[src/rtl/dds_pkg.sv]
// Shared constants for the DDS output chain: multiplexer mode codes, unity gain,
// DAC midscale and the mode-fade sequencer state encoding.
package dds_pkg;

  localparam logic [2:0] MODE_SIN  = 3'd0;
  localparam logic [2:0] MODE_AM   = 3'd1;
  localparam logic [2:0] MODE_FM   = 3'd2;
  localparam logic [2:0] MODE_AMDE = 3'd3;
  localparam logic [2:0] MODE_FMDE = 3'd4;
  localparam logic [2:0] MODE_MAX  = 3'd4;

  localparam logic [8:0]  GAIN_ONE = 9'd256;
  localparam logic [13:0] DAC_MID  = 14'h2000;

  typedef enum logic [1:0] {
    ST_RUN,
    ST_FADE_OUT,
    ST_SWITCH,
    ST_FADE_IN
  } fade_state_e;

  // Codes above MODE_MAX are unused multiplexer inputs and must never be selected.
  function automatic logic mode_is_valid(input logic [2:0] m);
    return (m <= MODE_MAX);
  endfunction

endpackage

[src/rtl/gain_scaler.sv]
// Gain multiply, arithmetic >>8 and offset-binary conversion for the DAC.
// Latency 2 cycles from sig_in/gain to dac_data; free-running, no backpressure.
module gain_scaler
  import dds_pkg::*;
(
  input  logic        clk_100M,
  input  logic        rst_n,
  input  logic [15:0] sig_in,
  input  logic [8:0]  gain,
  output logic [13:0] dac_data
);

  logic signed [25:0] sig_ext;
  logic signed [25:0] gain_ext;
  logic signed [25:0] product;
  logic [15:0]        scaled_d, scaled_q;
  logic [13:0]        dac_d, dac_q;
  logic               unused_bits;

  always_comb begin
    sig_ext  = {{10{sig_in[15]}}, sig_in};
    gain_ext = {17'd0, gain};
    product  = sig_ext * gain_ext;
    // gain never exceeds 256, so bits [23:8] hold the full shifted result.
    scaled_d = product[23:8];
    dac_d    = {~scaled_q[15], scaled_q[14:2]};
  end

  assign unused_bits = ^{product[25:24], product[7:0], scaled_q[1:0]};

  always_ff @(posedge clk_100M or negedge rst_n) begin
    if (!rst_n) begin
      scaled_q <= '0;
      dac_q    <= DAC_MID;
    end else begin
      scaled_q <= scaled_d;
      dac_q    <= dac_d;
    end
  end

  assign dac_data = dac_q;

endmodule

[src/rtl/mode_fade_ctrl.sv]
// Mode-change sequencer: fades gain to zero, switches the multiplexer mode, settles,
// then fades back in; dac_data trails sig_in by 2 cycles, no backpressure.
module mode_fade_ctrl
  import dds_pkg::*;
#(
  parameter int STEP_CYC   = 4,
  parameter int SETTLE_CYC = 4
) (
  input  logic        clk_100M,
  input  logic        rst_n,
  input  logic [2:0]  mode_req,
  input  logic [15:0] sig_in,
  output logic [2:0]  mode,
  output logic [13:0] dac_data,
  output logic        busy
);

  localparam logic [15:0] STEP_LAST   = 16'(STEP_CYC - 1);
  localparam logic [15:0] SETTLE_LAST = 16'(SETTLE_CYC - 1);

  fade_state_e state_d, state_q;
  logic [8:0]  gain_d, gain_q;
  logic [2:0]  target_d, target_q;
  logic [2:0]  mode_d, mode_q;
  logic [15:0] step_cnt_d, step_cnt_q;
  logic [15:0] settle_cnt_d, settle_cnt_q;
  logic        req_valid;
  logic        step_now;

  always_comb begin
    state_d      = state_q;
    gain_d       = gain_q;
    target_d     = target_q;
    mode_d       = mode_q;
    step_cnt_d   = '0;
    settle_cnt_d = '0;
    req_valid    = mode_is_valid(mode_req);
    step_now     = (step_cnt_q == STEP_LAST);

    unique case (state_q)
      ST_RUN: begin
        if (req_valid && (mode_req != mode_q)) begin
          target_d = mode_req;
          state_d  = ST_FADE_OUT;
        end
      end

      ST_FADE_OUT: begin
        if (req_valid) target_d = mode_req;
        // Zero gain here only happens when a fade-in is reversed before its first step.
        if (gain_q == '0) begin
          state_d = ST_SWITCH;
          mode_d  = target_d;
        end else if (step_now) begin
          gain_d = gain_q - 9'd1;
          if (gain_q == 9'd1) begin
            state_d = ST_SWITCH;
            mode_d  = target_d;
          end
        end else begin
          step_cnt_d = step_cnt_q + 16'd1;
        end
      end

      ST_SWITCH: begin
        if (settle_cnt_q == SETTLE_LAST) state_d = ST_FADE_IN;
        else settle_cnt_d = settle_cnt_q + 16'd1;
      end

      ST_FADE_IN: begin
        if (req_valid && (mode_req != mode_q)) begin
          target_d = mode_req;
          state_d  = ST_FADE_OUT;
        end else if (step_now) begin
          gain_d = gain_q + 9'd1;
          if (gain_q == (GAIN_ONE - 9'd1)) state_d = ST_RUN;
        end else begin
          step_cnt_d = step_cnt_q + 16'd1;
        end
      end

      default: state_d = ST_RUN;
    endcase
  end

  always_ff @(posedge clk_100M or negedge rst_n) begin
    if (!rst_n) begin
      state_q      <= ST_RUN;
      gain_q       <= GAIN_ONE;
      target_q     <= MODE_SIN;
      mode_q       <= MODE_SIN;
      step_cnt_q   <= '0;
      settle_cnt_q <= '0;
    end else begin
      state_q      <= state_d;
      gain_q       <= gain_d;
      target_q     <= target_d;
      mode_q       <= mode_d;
      step_cnt_q   <= step_cnt_d;
      settle_cnt_q <= settle_cnt_d;
    end
  end

  gain_scaler u_gain_scaler (
    .clk_100M (clk_100M),
    .rst_n    (rst_n),
    .sig_in   (sig_in),
    .gain     (gain_q),
    .dac_data (dac_data)
  );

  assign mode = mode_q;
  assign busy = (state_q != ST_RUN);

endmodule
[config.mk]
export PLATFORM = sky130hd
export DESIGN_NAME = mode_fade_ctrl
export DESIGN_NICKNAME = d
export VERILOG_FILES = /design/src/rtl/dds_pkg.sv /design/src/rtl/gain_scaler.sv /design/src/rtl/mode_fade_ctrl.sv
export SDC_FILE = /design/constraint.sdc
export NUM_CORES = 1
export LEC_CHECK = 0
export CORE_MARGIN = 2
export CORE_UTILIZATION = 60
export CTS_CLUSTER_DIAMETER = 200
export DETAILED_ROUTE_END_ITERATION = 12
export PLACE_DENSITY = 0.79
export SYNTH_ARGS = -nofsm -noshare
export SYNTH_HDL_FRONTEND = slang
export SYNTH_SLANG_ARGS = --single-unit
[constraint.sdc]
create_clock -name clk_100M -period 5.7 [get_ports clk_100M]
set_input_delay 1.14 -clock clk_100M [delete_from_list [all_inputs] [get_ports clk_100M]]
set_output_delay 1.14 -clock clk_100M [all_outputs]
set_load 0.03 [all_outputs]
==> run_summary.xml <==
<?xml version="1.0" encoding="UTF-8"?>
<metrics>
  <group name="status">
    <metric name="status" unit="">complete, no violations</metric>
  </group>
  <group name="drt">
    <metric name="drc" unit="">0</metric>
    <metric name="drt_iter0_drc" unit="">379</metric>
    <metric name="wirelength" unit="mm">17.7</metric>
    <metric name="drt-pass1-iter-count" unit="">5</metric>
    <metric name="routed_via_density" unit="">5.39</metric>
    <metric name="post_drt_wl_per_cell" unit="um">15.7</metric>
    <metric name="via_count" unit="">6081</metric>
    <metric name="final_antenna_net_count" unit="">0</metric>
  </group>
  <group name="floorplanning">
    <metric name="core-area" unit="sq mm">0.0133</metric>
    <metric name="die_h" unit="um">121</metric>
    <metric name="starting_density_of_the_core" unit="">0.618</metric>
    <metric name="placement_rows" unit="">42</metric>
    <metric name="dieArea" unit="sq mm">0.0147</metric>
    <metric name="top_level_ports" unit="">39</metric>
    <metric name="die-width" unit="um">121</metric>
  </group>
  <group name="clock_tree">
    <metric name="clockRootBuffer" unit="">sky130_fd_sc_hd__clkbuf_16</metric>
    <metric name="holdBufCountCts" unit="">0</metric>
    <metric name="clock_pin_slew_on_the_worst_setup_and_hold_paths" unit="ps">60</metric>
    <metric name="cts_tree" unit="">built</metric>
    <metric name="cts_made_buffers" unit="">9</metric>
    <metric name="cts_sinks" unit="">77</metric>
    <metric name="h-tree-depth" unit="">3</metric>
    <metric name="cts.path.max_buffers" unit="">2</metric>
    <metric name="clk_latency" unit="ps">340</metric>
  </group>
  <group name="logic_synthesis">
    <metric name="postSynth.topFlopCell" unit="">sky130_fd_sc_hd__dfrtp_1</metric>
    <metric name="gate_count_after_technology_mapping" unit="">859</metric>
    <metric name="synthDistinctLibCells" unit="">59</metric>
    <metric name="synthesis.area" unit="sq mm">0.00822</metric>
    <metric name="synth_seq_cells" unit="">77</metric>
    <metric name="post_synth.cell_area_avg" unit="sq um">9.57</metric>
    <metric name="mappedNetlistNets" unit="">1055</metric>
    <metric name="synth_enable_flop_cells" unit="">0</metric>
    <metric name="synthesis.yosys.warnings" unit="">0</metric>
    <metric name="synth_seq_area_share" unit="">0.235</metric>
    <metric name="postSynth.asyncResetShare" unit="">1.00</metric>
  </group>
  <group name="critical_path">
    <metric name="critical_path.n_buffers_inverters" unit="">6</metric>
    <metric name="timing.critical_path.cells" unit="">dlygate4sd2_1 -&gt; buf_4 -&gt; nand2_1 -&gt; fa_1 -&gt; inv_1 -&gt; fa_1 -&gt; fa_1 -&gt; fa_1 -&gt; inv_1 -&gt; fa_1 -&gt; inv_1 -&gt; ha_1 -&gt; inv_1 -&gt; a21oi_4 -&gt; a311oi_4 -&gt; a211o_4 -&gt; a31o_4 -&gt; a211oi_2</metric>
    <metric name="worstSetupEndpointType" unit="">flip-flop</metric>
    <metric name="worst_path_most_repeated_cell" unit="">sky130_fd_sc_hd__fa_1</metric>
    <metric name="critPathMaxFanout" unit="">4</metric>
    <metric name="timing.critical_path.required" unit="ps">5960</metric>
    <metric name="critical_path.reg2reg.startpoint" unit="">gain_q[1]</metric>
    <metric name="reg2reg_setup_slack" unit="ps">350</metric>
    <metric name="worst_r2r_path_depth" unit="">18</metric>
    <metric name="kind_of_start_point_of_the_critical_path" unit="">input port</metric>
    <metric name="critPathMaxStageDelay" unit="ps">540</metric>
    <metric name="worstPathArrival" unit="ps">5840</metric>
    <metric name="critPathSlowestCell" unit="">sky130_fd_sc_hd__fa_1</metric>
    <metric name="largest_delay_share_family_worst_path" unit="">adder cells</metric>
    <metric name="worstSetupPathType" unit="">in -&gt; reg</metric>
    <metric name="r2r_end" unit="">u_gain_scaler.scaled_q[15]</metric>
  </group>
  <group name="min_path">
    <metric name="hold_path_depth" unit="">0</metric>
    <metric name="hold_path.class" unit="">reg -&gt; reg</metric>
    <metric name="worstHoldStart" unit="">u_gain_scaler.scaled_q[7]</metric>
    <metric name="hold-path-endpoint" unit="">u_gain_scaler.dac_data[5]</metric>
  </group>
  <group name="global_route">
    <metric name="globalRouteOverflowTotal" unit="">0</metric>
    <metric name="grt_max_degree" unit="">78</metric>
    <metric name="use_met3" unit="">0.0282</metric>
    <metric name="global_route.usage.met2" unit="">0.421</metric>
    <metric name="initial_antenna_violation_count" unit="">0</metric>
    <metric name="groute.usage.overall" unit="">0.249</metric>
    <metric name="grt_pass1_wl" unit="mm">28.7</metric>
    <metric name="grt_pass1_vias" unit="">6132</metric>
    <metric name="grt.busiest_layer" unit="">met2</metric>
    <metric name="gr-usage-met1" unit="">0.338</metric>
  </group>
  <group name="run">
    <metric name="cap_violations" unit="">0</metric>
  </group>
  <group name="layout">
    <metric name="antenna_cells" unit="">0</metric>
    <metric name="final.fill_count" unit="">931</metric>
    <metric name="layout-drive-gt1-share" unit="">0.165</metric>
    <metric name="area_overhead_vs_synth" unit="%">19.0</metric>
    <metric name="stdcell_count" unit="">1128</metric>
    <metric name="layout.cell_area.non_filler" unit="sq mm">0.00978</metric>
    <metric name="most_common_cell_after_layout_fill_and_taps_aside" unit="">sky130_fd_sc_hd__inv_1</metric>
    <metric name="final_nets" unit="">1143</metric>
    <metric name="layout_common_cells" unit="">144 x sky130_fd_sc_hd__inv_1, 110 x sky130_fd_sc_hd__fa_1, 95 x sky130_fd_sc_hd__nand2_1</metric>
  </group>
  <group name="sta">
    <metric name="slew_viol_final" unit="">0</metric>
    <metric name="post-route-period-util" unit="">0.980</metric>
    <metric name="worstMarginPinSlew" unit="ps">911</metric>
    <metric name="slew_headroom" unit="">0.393</metric>
    <metric name="timing.final.setup_violations" unit="">0</metric>
    <metric name="clock-skew-final" unit="ps">5.24</metric>
    <metric name="hold_viol" unit="">0</metric>
    <metric name="period_minus_slack" unit="ps">5580</metric>
    <metric name="fmaxAchievable" unit="MHz">179</metric>
  </group>
  <group name="place">
    <metric name="place.port_buffers" unit="">38</metric>
    <metric name="gpl.final_weighted_congestion" unit="">0.897</metric>
    <metric name="dp.cells" unit="">1110</metric>
    <metric name="post-dp-hpwl" unit="mm">13.3</metric>
    <metric name="total_placed_instance_area" unit="sq mm">0.00922</metric>
  </group>
</metrics>
## routing by layer
| metal | share of wire | up-vias |
|---|---|---|
| li1 | - | 2857 |
| met1 | 0.44 | 3023 |
| met2 | 0.49 | 174 |
| met3 | 0.049 | 27 |
| met4 | 0.018 | 0 |
| met5 | 0 | - |
## worst max path at each step
stage / startpoint / endpoint / cells past startpoint
after floorplan: sig_in[7] / u_gain_scaler.scaled_q[15] / 19
after global placement: sig_in[11] / u_gain_scaler.scaled_q[14] / 16
after detailed placement: sig_in[11] / u_gain_scaler.scaled_q[14] / 16
after CTS: sig_in[11] / u_gain_scaler.scaled_q[15] / 18
after global routing: sig_in[5] / u_gain_scaler.scaled_q[14] / 18
final: sig_in[5] / u_gain_scaler.scaled_q[15] / 18
## final cells by class
class	instances	area [sq um]	area share
repair buffers	112	908	0.0929
clock buffers	9	225	0.0230
well taps	176	220	0.0225
multi-input cells	602	5870	0.600
flip-flops and latches	77	1930	0.197
clock inverters	7	81.3	0.00831
inverters	145	544	0.0556
## cells in the mapped netlist, types with 4 or more instances
library cell	count	area [sq um]
sky130_fd_sc_hd__inv_1	145	544
sky130_fd_sc_hd__fa_1	114	2280
sky130_fd_sc_hd__nand2_1	97	364
sky130_fd_sc_hd__and2_1	75	469
sky130_fd_sc_hd__dfrtp_1	75	1880
sky130_fd_sc_hd__ha_1	61	763
sky130_fd_sc_hd__nor2_1	49	184
sky130_fd_sc_hd__xnor2_1	34	298
sky130_fd_sc_hd__a21oi_1	24	120
sky130_fd_sc_hd__clkbuf_1	23	86.3
sky130_fd_sc_hd__xor2_1	21	184
sky130_fd_sc_hd__nand4_1	16	100
sky130_fd_sc_hd__nand3_1	13	65.1
sky130_fd_sc_hd__o21ai_0	12	60.1
sky130_fd_sc_hd__and3_1	9	56.3
sky130_fd_sc_hd__a31oi_1	7	43.8
sky130_fd_sc_hd__nor3_1	7	35.0
sky130_fd_sc_hd__nor2b_1	6	37.5
sky130_fd_sc_hd__buf_2	5	25.0
sky130_fd_sc_hd__nor4_1	5	31.3
sky130_fd_sc_hd__buf_1	4	15.0
sky130_fd_sc_hd__nor4_2	4	50.1
## timing repair
item                                    4_1_cts  5_1_grt
endpoints found under the setup margin       13       13
setup buffers                                 0        2
gates resized for setup                      27       55
pin swaps                                    13       29
## flip-flops by register name, summed over array words and instances, names as in the netlist
name	cells
step_cnt_q	16
settle_cnt_q	16
u_gain_scaler.scaled_q	14
target_q	3
mode	3
gain_q	9
u_gain_scaler.dac_data	14
state_q	2
## cells by family (layout without fill, tap and decap cells)
kind of cell | Yosys count | in the layout | share of synthesized area
and+or+nand+nor | 292 | 292 | 0.182
buffers and inverters | 180 | 273 | 0.0848
adders and majority gates | 175 | 175 | 0.371
DFF | 77 | 77 | 0.235
AOI/OAI and AO/OA | 73 | 73 | 0.0597
xor gates and xnor gates | 55 | 55 | 0.0586
muxes | 7 | 7 | 0.00959
## worst reg2reg max path, cell delays in order (launching register included)
cell and delay [ps]:
sky130_fd_sc_hd__dfrtp_1 700, sky130_fd_sc_hd__nand2_1 170, sky130_fd_sc_hd__fa_1 570, sky130_fd_sc_hd__inv_1 60, sky130_fd_sc_hd__fa_1 490, sky130_fd_sc_hd__inv_1 50
sky130_fd_sc_hd__fa_1 470, sky130_fd_sc_hd__inv_1 50, sky130_fd_sc_hd__fa_1 520, sky130_fd_sc_hd__inv_1 50, sky130_fd_sc_hd__fa_1 480, sky130_fd_sc_hd__inv_1 50
sky130_fd_sc_hd__ha_1 290, sky130_fd_sc_hd__and3_4 190, sky130_fd_sc_hd__and3_4 200, sky130_fd_sc_hd__o21ai_4 90, sky130_fd_sc_hd__a211o_4 400, sky130_fd_sc_hd__a31o_4 230
sky130_fd_sc_hd__a211oi_2 210
## per-stage QoR
stage          hold WS (ps)  setup WS, ps  TNS [ps]  utilization
2_1_floorplan           331          25.1         0            -
3_3_place_gp            332          -604     -6120        0.694
3_5_place_dp            335          -676     -7070        0.694
4_1_cts                 348          22.5         0        0.722
5_1_grt                 354         -77.0      -241        0.736
6_report                348           116         0        0.736
Power is not shown: default switching activity piles up to over one toggle a cycle in this logic, so the estimate is an artifact.
